File: src/rtl/mc_datapath.sv
// Multi-cycle MIPS-subset datapath: FETCH/DECODE/EXEC/MEM/WB sequencer, GPR file,
// ALU and a single req/ack memory port shared by instruction fetch and load/store.
module mc_datapath #(
  parameter logic [31:0] PC_RESET = 32'h0000_0000,
  parameter int unsigned NREGS    = 32
) (
  input  logic        clk,
  input  logic        reset,
  output logic        mem_req,
  output logic        mem_we,
  output logic [31:0] mem_addr,
  output logic [31:0] mem_wdata,
  input  logic [31:0] mem_rdata,
  input  logic        mem_ack,
  output logic [31:0] Dout,
  output logic [31:0] pc_out,
  output logic [2:0]  state,
  output logic        illegal
);

  typedef enum logic [2:0] {
    StFetch  = 3'd0,
    StDecode = 3'd1,
    StExec   = 3'd2,
    StMem    = 3'd3,
    StWb     = 3'd4
  } state_e;

  localparam logic [5:0] OpRtype = 6'h00;
  localparam logic [5:0] OpAddi  = 6'h08;
  localparam logic [5:0] OpLw    = 6'h23;
  localparam logic [5:0] OpSw    = 6'h2B;
  localparam logic [5:0] OpBeq   = 6'h04;
  localparam logic [5:0] OpBne   = 6'h05;

  localparam logic [5:0] FnAdd = 6'h20;
  localparam logic [5:0] FnSub = 6'h22;
  localparam logic [5:0] FnAnd = 6'h24;
  localparam logic [5:0] FnOr  = 6'h25;
  localparam logic [5:0] FnSlt = 6'h2A;

  state_e      state_q, state_d;
  logic [31:0] pc_q, pc_d;
  logic [31:0] ir_q, ir_d;
  logic [31:0] a_q, a_d;
  logic [31:0] b_q, b_d;
  logic [31:0] mdr_q, mdr_d;
  logic [31:0] dout_q, dout_d;
  logic        illegal_q, illegal_d;
  logic [31:0] rf_q [NREGS];
  logic [31:0] rf_d [NREGS];

  logic [5:0]  op, funct;
  logic [4:0]  rs, rt, rd;
  logic [31:0] sext_imm, rs_val, rt_val;
  logic        wr_en;
  logic [4:0]  wr_idx;
  logic [31:0] wr_data;

  assign op       = ir_q[31:26];
  assign rs       = ir_q[25:21];
  assign rt       = ir_q[20:16];
  assign rd       = ir_q[15:11];
  assign funct    = ir_q[5:0];
  assign sext_imm = {{16{ir_q[15]}}, ir_q[15:0]};

  // R0 and indices beyond NREGS read as zero.
  always_comb begin
    rs_val = '0;
    rt_val = '0;
    for (int i = 1; i < int'(NREGS); i++) begin
      if (rs == i[4:0]) rs_val = rf_q[i];
      if (rt == i[4:0]) rt_val = rf_q[i];
    end
  end

  always_comb begin
    state_d   = state_q;
    pc_d      = pc_q;
    ir_d      = ir_q;
    a_d       = a_q;
    b_d       = b_q;
    mdr_d     = mdr_q;
    dout_d    = dout_q;
    illegal_d = illegal_q;
    wr_en     = 1'b0;
    wr_idx    = rt;
    wr_data   = dout_q;

    case (state_q)
      StFetch: begin
        if (mem_ack) begin
          ir_d    = mem_rdata;
          pc_d    = pc_q + 32'd4;
          state_d = StDecode;
        end
      end
      StDecode: begin
        a_d     = rs_val;
        b_d     = rt_val;
        dout_d  = pc_q + {sext_imm[29:0], 2'b00};
        state_d = StExec;
      end
      StExec: begin
        state_d = StFetch;
        case (op)
          OpRtype: begin
            state_d = StWb;
            case (funct)
              FnAdd:   dout_d = a_q + b_q;
              FnSub:   dout_d = a_q - b_q;
              FnAnd:   dout_d = a_q & b_q;
              FnOr:    dout_d = a_q | b_q;
              FnSlt:   dout_d = {31'd0, $signed(a_q) < $signed(b_q)};
              default: begin
                illegal_d = 1'b1;
                state_d   = StFetch;
              end
            endcase
          end
          OpAddi: begin
            dout_d  = a_q + sext_imm;
            state_d = StWb;
          end
          OpLw, OpSw: begin
            dout_d  = a_q + sext_imm;
            state_d = StMem;
          end
          OpBeq:   if (a_q == b_q) pc_d = dout_q;
          OpBne:   if (a_q != b_q) pc_d = dout_q;
          default: illegal_d = 1'b1;
        endcase
      end
      StMem: begin
        if (mem_ack) begin
          if (op == OpLw) begin
            mdr_d   = mem_rdata;
            state_d = StWb;
          end else begin
            state_d = StFetch;
          end
        end
      end
      StWb: begin
        wr_en   = 1'b1;
        wr_idx  = (op == OpRtype) ? rd : rt;
        wr_data = (op == OpLw) ? mdr_q : dout_q;
        state_d = StFetch;
      end
      default: state_d = StFetch;
    endcase
  end

  always_comb begin
    rf_d = rf_q;
    for (int i = 1; i < int'(NREGS); i++) begin
      if (wr_en && wr_idx == i[4:0]) rf_d[i] = wr_data;
    end
  end

  always_ff @(posedge clk or posedge reset) begin
    if (reset) begin
      state_q   <= StFetch;
      pc_q      <= PC_RESET;
      ir_q      <= '0;
      a_q       <= '0;
      b_q       <= '0;
      mdr_q     <= '0;
      dout_q    <= '0;
      illegal_q <= 1'b0;
      rf_q      <= '{default: '0};
    end else begin
      state_q   <= state_d;
      pc_q      <= pc_d;
      ir_q      <= ir_d;
      a_q       <= a_d;
      b_q       <= b_d;
      mdr_q     <= mdr_d;
      dout_q    <= dout_d;
      illegal_q <= illegal_d;
      rf_q      <= rf_d;
    end
  end

  // Request is gated by reset so the bus goes quiet the instant reset rises.
  assign mem_req   = ~reset & ((state_q == StFetch) | (state_q == StMem));
  assign mem_we    = ~reset & (state_q == StMem) & (op == OpSw);
  assign mem_addr  = (state_q == StMem) ? dout_q : pc_q;
  assign mem_wdata = b_q;
  assign Dout      = dout_q;
  assign pc_out    = pc_q;
  assign state     = state_q;
  assign illegal   = illegal_q;

endmodule
File: config.mk
export PLATFORM = sky130hd
export DESIGN_NAME = mc_datapath
export DESIGN_NICKNAME = d
export VERILOG_FILES = /design/src/rtl/mc_datapath.sv
export SDC_FILE = /design/constraint.sdc
export NUM_CORES = 2
export LEC_CHECK = 0
export ABC_AREA = 0
export CORE_MARGIN = 1
export CORE_UTILIZATION = 40
export DETAILED_ROUTE_END_ITERATION = 10
export DONT_BUFFER_PORTS = 1
export PLACE_DENSITY = 0.6
export SYNTH_ARGS = -nofsm -noshare
export SYNTH_HDL_FRONTEND = slang
export SYNTH_SLANG_ARGS = --single-unit
File: constraint.sdc
create_clock -name clk -period 78.3 [get_ports clk]
set_input_delay 23.49 -clock clk [delete_from_list [all_inputs] [get_ports clk]]
set_output_delay 23.49 -clock clk [all_outputs]
set_load 0.005 [all_outputs]
==> results.md <==
* Root Driver: clkbuf_16
* Synth area leader: dfrtp_1
* Number of remaining DRC errors at 0
* Max Slew Vio Count at 0
* Iteration-0 DRC Markers at 9190
* FFs w/ async S/R, synth at 1.00
* Area Overhead vs Synth at 10.5%
* Least-Margin Pin Slew at 1.40 ns
* Post_cts resized at 0
* Layout cells sized above 1 at 0.0978
* Hold Crit Class: reg2reg
* First-pass DRT Iterations at 9
* Total GRT Usage at 0.343
* Grt total ovfl at 0
* Via count at 63700
* Busiest layer in global routing: met2
* DP Wirelength at 201 mm
* Worst setup SP type: primary input
* Vias in the first global route at 59100
* Crit-path slowest cell: nor4b_1
* CTS max path bufs at 3
* Number of port buffers at 0
* Via density at 6.54
* Die area at 0.168 sq mm
* Post-synth cell types at 110
* Post-synth EDFFs at 0
* Number of nets in the layout at 7651
* Syn nets at 7939
* Initial Utilization at 0.403
* Pleak at 31.4 nW
* Post-CTS setup buffer count at 0
* CP max FO at 3
* Hold Violations, Final at 0
* Status: complete, no violations
* PwrDens at 42.6 mW/mm^2
* H-tree levels at 4
* CP endpoint kind: output port
* DR WL/cell at 30.3 um
* DRT antenna net count at 0
* Final worst path period need at 47.38 ns
* Post-synthesis sequential area ratio at 0.448
* Hold Slack at 0.503 ns
* Worst path arrival time at 23.89 ns
* First-pass GRT wire length at 427 mm
* Synthesis Warnings at 0
* Bufs and invs on worst path at 0
* Inserted Clock Buffers at 138
* Period utilization at 0.605
* Post-synthesis cell count at 7743
* Die W at 409 um
* IO Pins at 169
* Met3 Use GR at 0.0848
* DRT Wirelength at 295 mm
* Core Rows at 149
* Global Route met2 Usage at 0.519
* CTS Hold Bufs at 0
* Count of final setup violators at 0
* Number of max-cap violations at 0
* Seq cells post-synth at 1188
* Initial antenna violation count at 15
* Worst VDD drop at 0.0294 mV
* RSZ-0062 raised after global routing: false
* F_max at 21.1 MHz
* Largest net degree at the start of global routing at 139
* Most frequent cells in the layout: dfrtp_1, nor2_1, a21oi_1, o21ai_0, nand2_1
* Commonest non-fill, non-tap cell in the layout: dfrtp_1
* Layout Skew at 0.0374 ns
* Synth Flop Type: dfrtp_1
* Synth area leaders: dfrtp_1, a21oi_1, o21ai_0
* Global placement routability congestion at 0.969
* Die Span Y at 409 um
* Worst path max stage delay at 0.40 ns
* CP required at 54.81 ns
* Clock sinks at 1188
* Delay-heaviest family, CP: simple AND/OR/NAND/NOR gates
* GR Util met1 at 0.449
* Critical path class: in2out
* CP Cell Sequence: nor4b_1
* Relative slew slack at 0.0527
* Core Footprint at 0.165 sq mm
* Worst-path clk slew at 0.06 ns
* Avg Cell Area, Syn at 8.57 sq um
* CTS tree: yes
* Setup tns final at 0 ns
* Worst-skew pair later-pin latency at 0.80 ns
* Share of the synthesized area in the top cell type at 0.448
* Mapped cell area at 0.0664 sq mm
[path summary, 6_finish.rpt]
check                                      start                        end  slack [ns]  depth (start not counted)
setup / recovery                           reset                     mem_we       30.92                          1
hold / removal             rf_q[398]$_DFFE_PP0P_      rf_q[398]$_DFFE_PP0P_        0.50                          2
setup reg to reg            ir_q[17]$_DFFE_PP0P_  mem_wdata[23]$_DFFE_PP0P_       72.33                         10
hold reg to reg            rf_q[398]$_DFFE_PP0P_      rf_q[398]$_DFFE_PP0P_        0.50                          2
max in group asynchronous                  reset      rf_q[588]$_DFFE_PP0P_       50.65                          6
min in group asynchronous                  reset        ir_q[8]$_DFFE_PP0P_       22.75                          1
[cells in the mapped netlist (126+ instances only)]
cell type     n
dfrtp_1    1188
nor2_1      960
a21oi_1     935
o21ai_0     902
nand2_1     846
clkbuf_1    477
o22ai_1     274
a22oi_1     168
ha_1        157
buf_2       131
mux2_2      131
inv_1       126
[flip-flops by register name, summed over array words and instances (netlist names)]
register,flops
pc_out,32
mdr_q,32
state,3
mem_wdata,32
a_q,32
Dout,32
ir_q,32
illegal,1
rf_q,992
[metrics by stage]
stage	cell area (sq um)	cells	power, W	util	setup slack [ns]
6_report	73300	9751	0.00313	0.445	30.92
2_1_floorplan	66400	7743	0.00169	-	21.34
4_1_cts	73300	9747	0.00306	0.445	30.92
3_5_place_dp	68800	9504	0.00240	0.418	30.93
3_3_place_gp	68800	9504	0.00240	0.418	30.95
5_1_grt	73300	9747	0.00322	0.445	30.90
[report_power, final]
part           leakage (nW)  switching (W)  internal [W]  total, W
registers              16.2       0.000140      0.000677  0.000816
logic                  13.0        0.00117      0.000480   0.00165
clock network          2.21       0.000279      0.000379  0.000657
[per-layer routing]
metal	vias up	wire, um
met5	-	120
met4	18	18700
met3	836	32400
met2	4171	130000
met1	31000	114000
li1	27700	-
[cell type report]
| type | count | area (sq um) |
|---|---|---|
| clock buffers | 208 | 4100 |
| clock inverters | 35 | 400 |
| inverters | 128 | 488 |
| multi-input cells | 5780 | 34200 |
| well taps | 2189 | 2740 |
| fillers | 16100 | 91500 |
| flip-flops and latches | 1188 | 29700 |
| repair buffers | 219 | 1680 |
| diodes | 4 | 10.0 |
[kinds of logic (layout without fill, tap and decap cells)]
| logic type | count (synthesis) | after routing | synth area share |
|---|---|---|---|
| compound gates | 3050 | 3050 | 0.281 |
| simple gates | 2258 | 2258 | 0.143 |
| flops | 1188 | 1188 | 0.448 |
| buf+inv | 775 | 590 | 0.0474 |
| mux | 252 | 252 | 0.0418 |
| fa+ha+maj | 161 | 161 | 0.0308 |
| xor+xnor | 59 | 59 | 0.00779 |
| other cells | 0 | 4 | 0 |
Note: power is estimated with default switching activity, not from simulation.
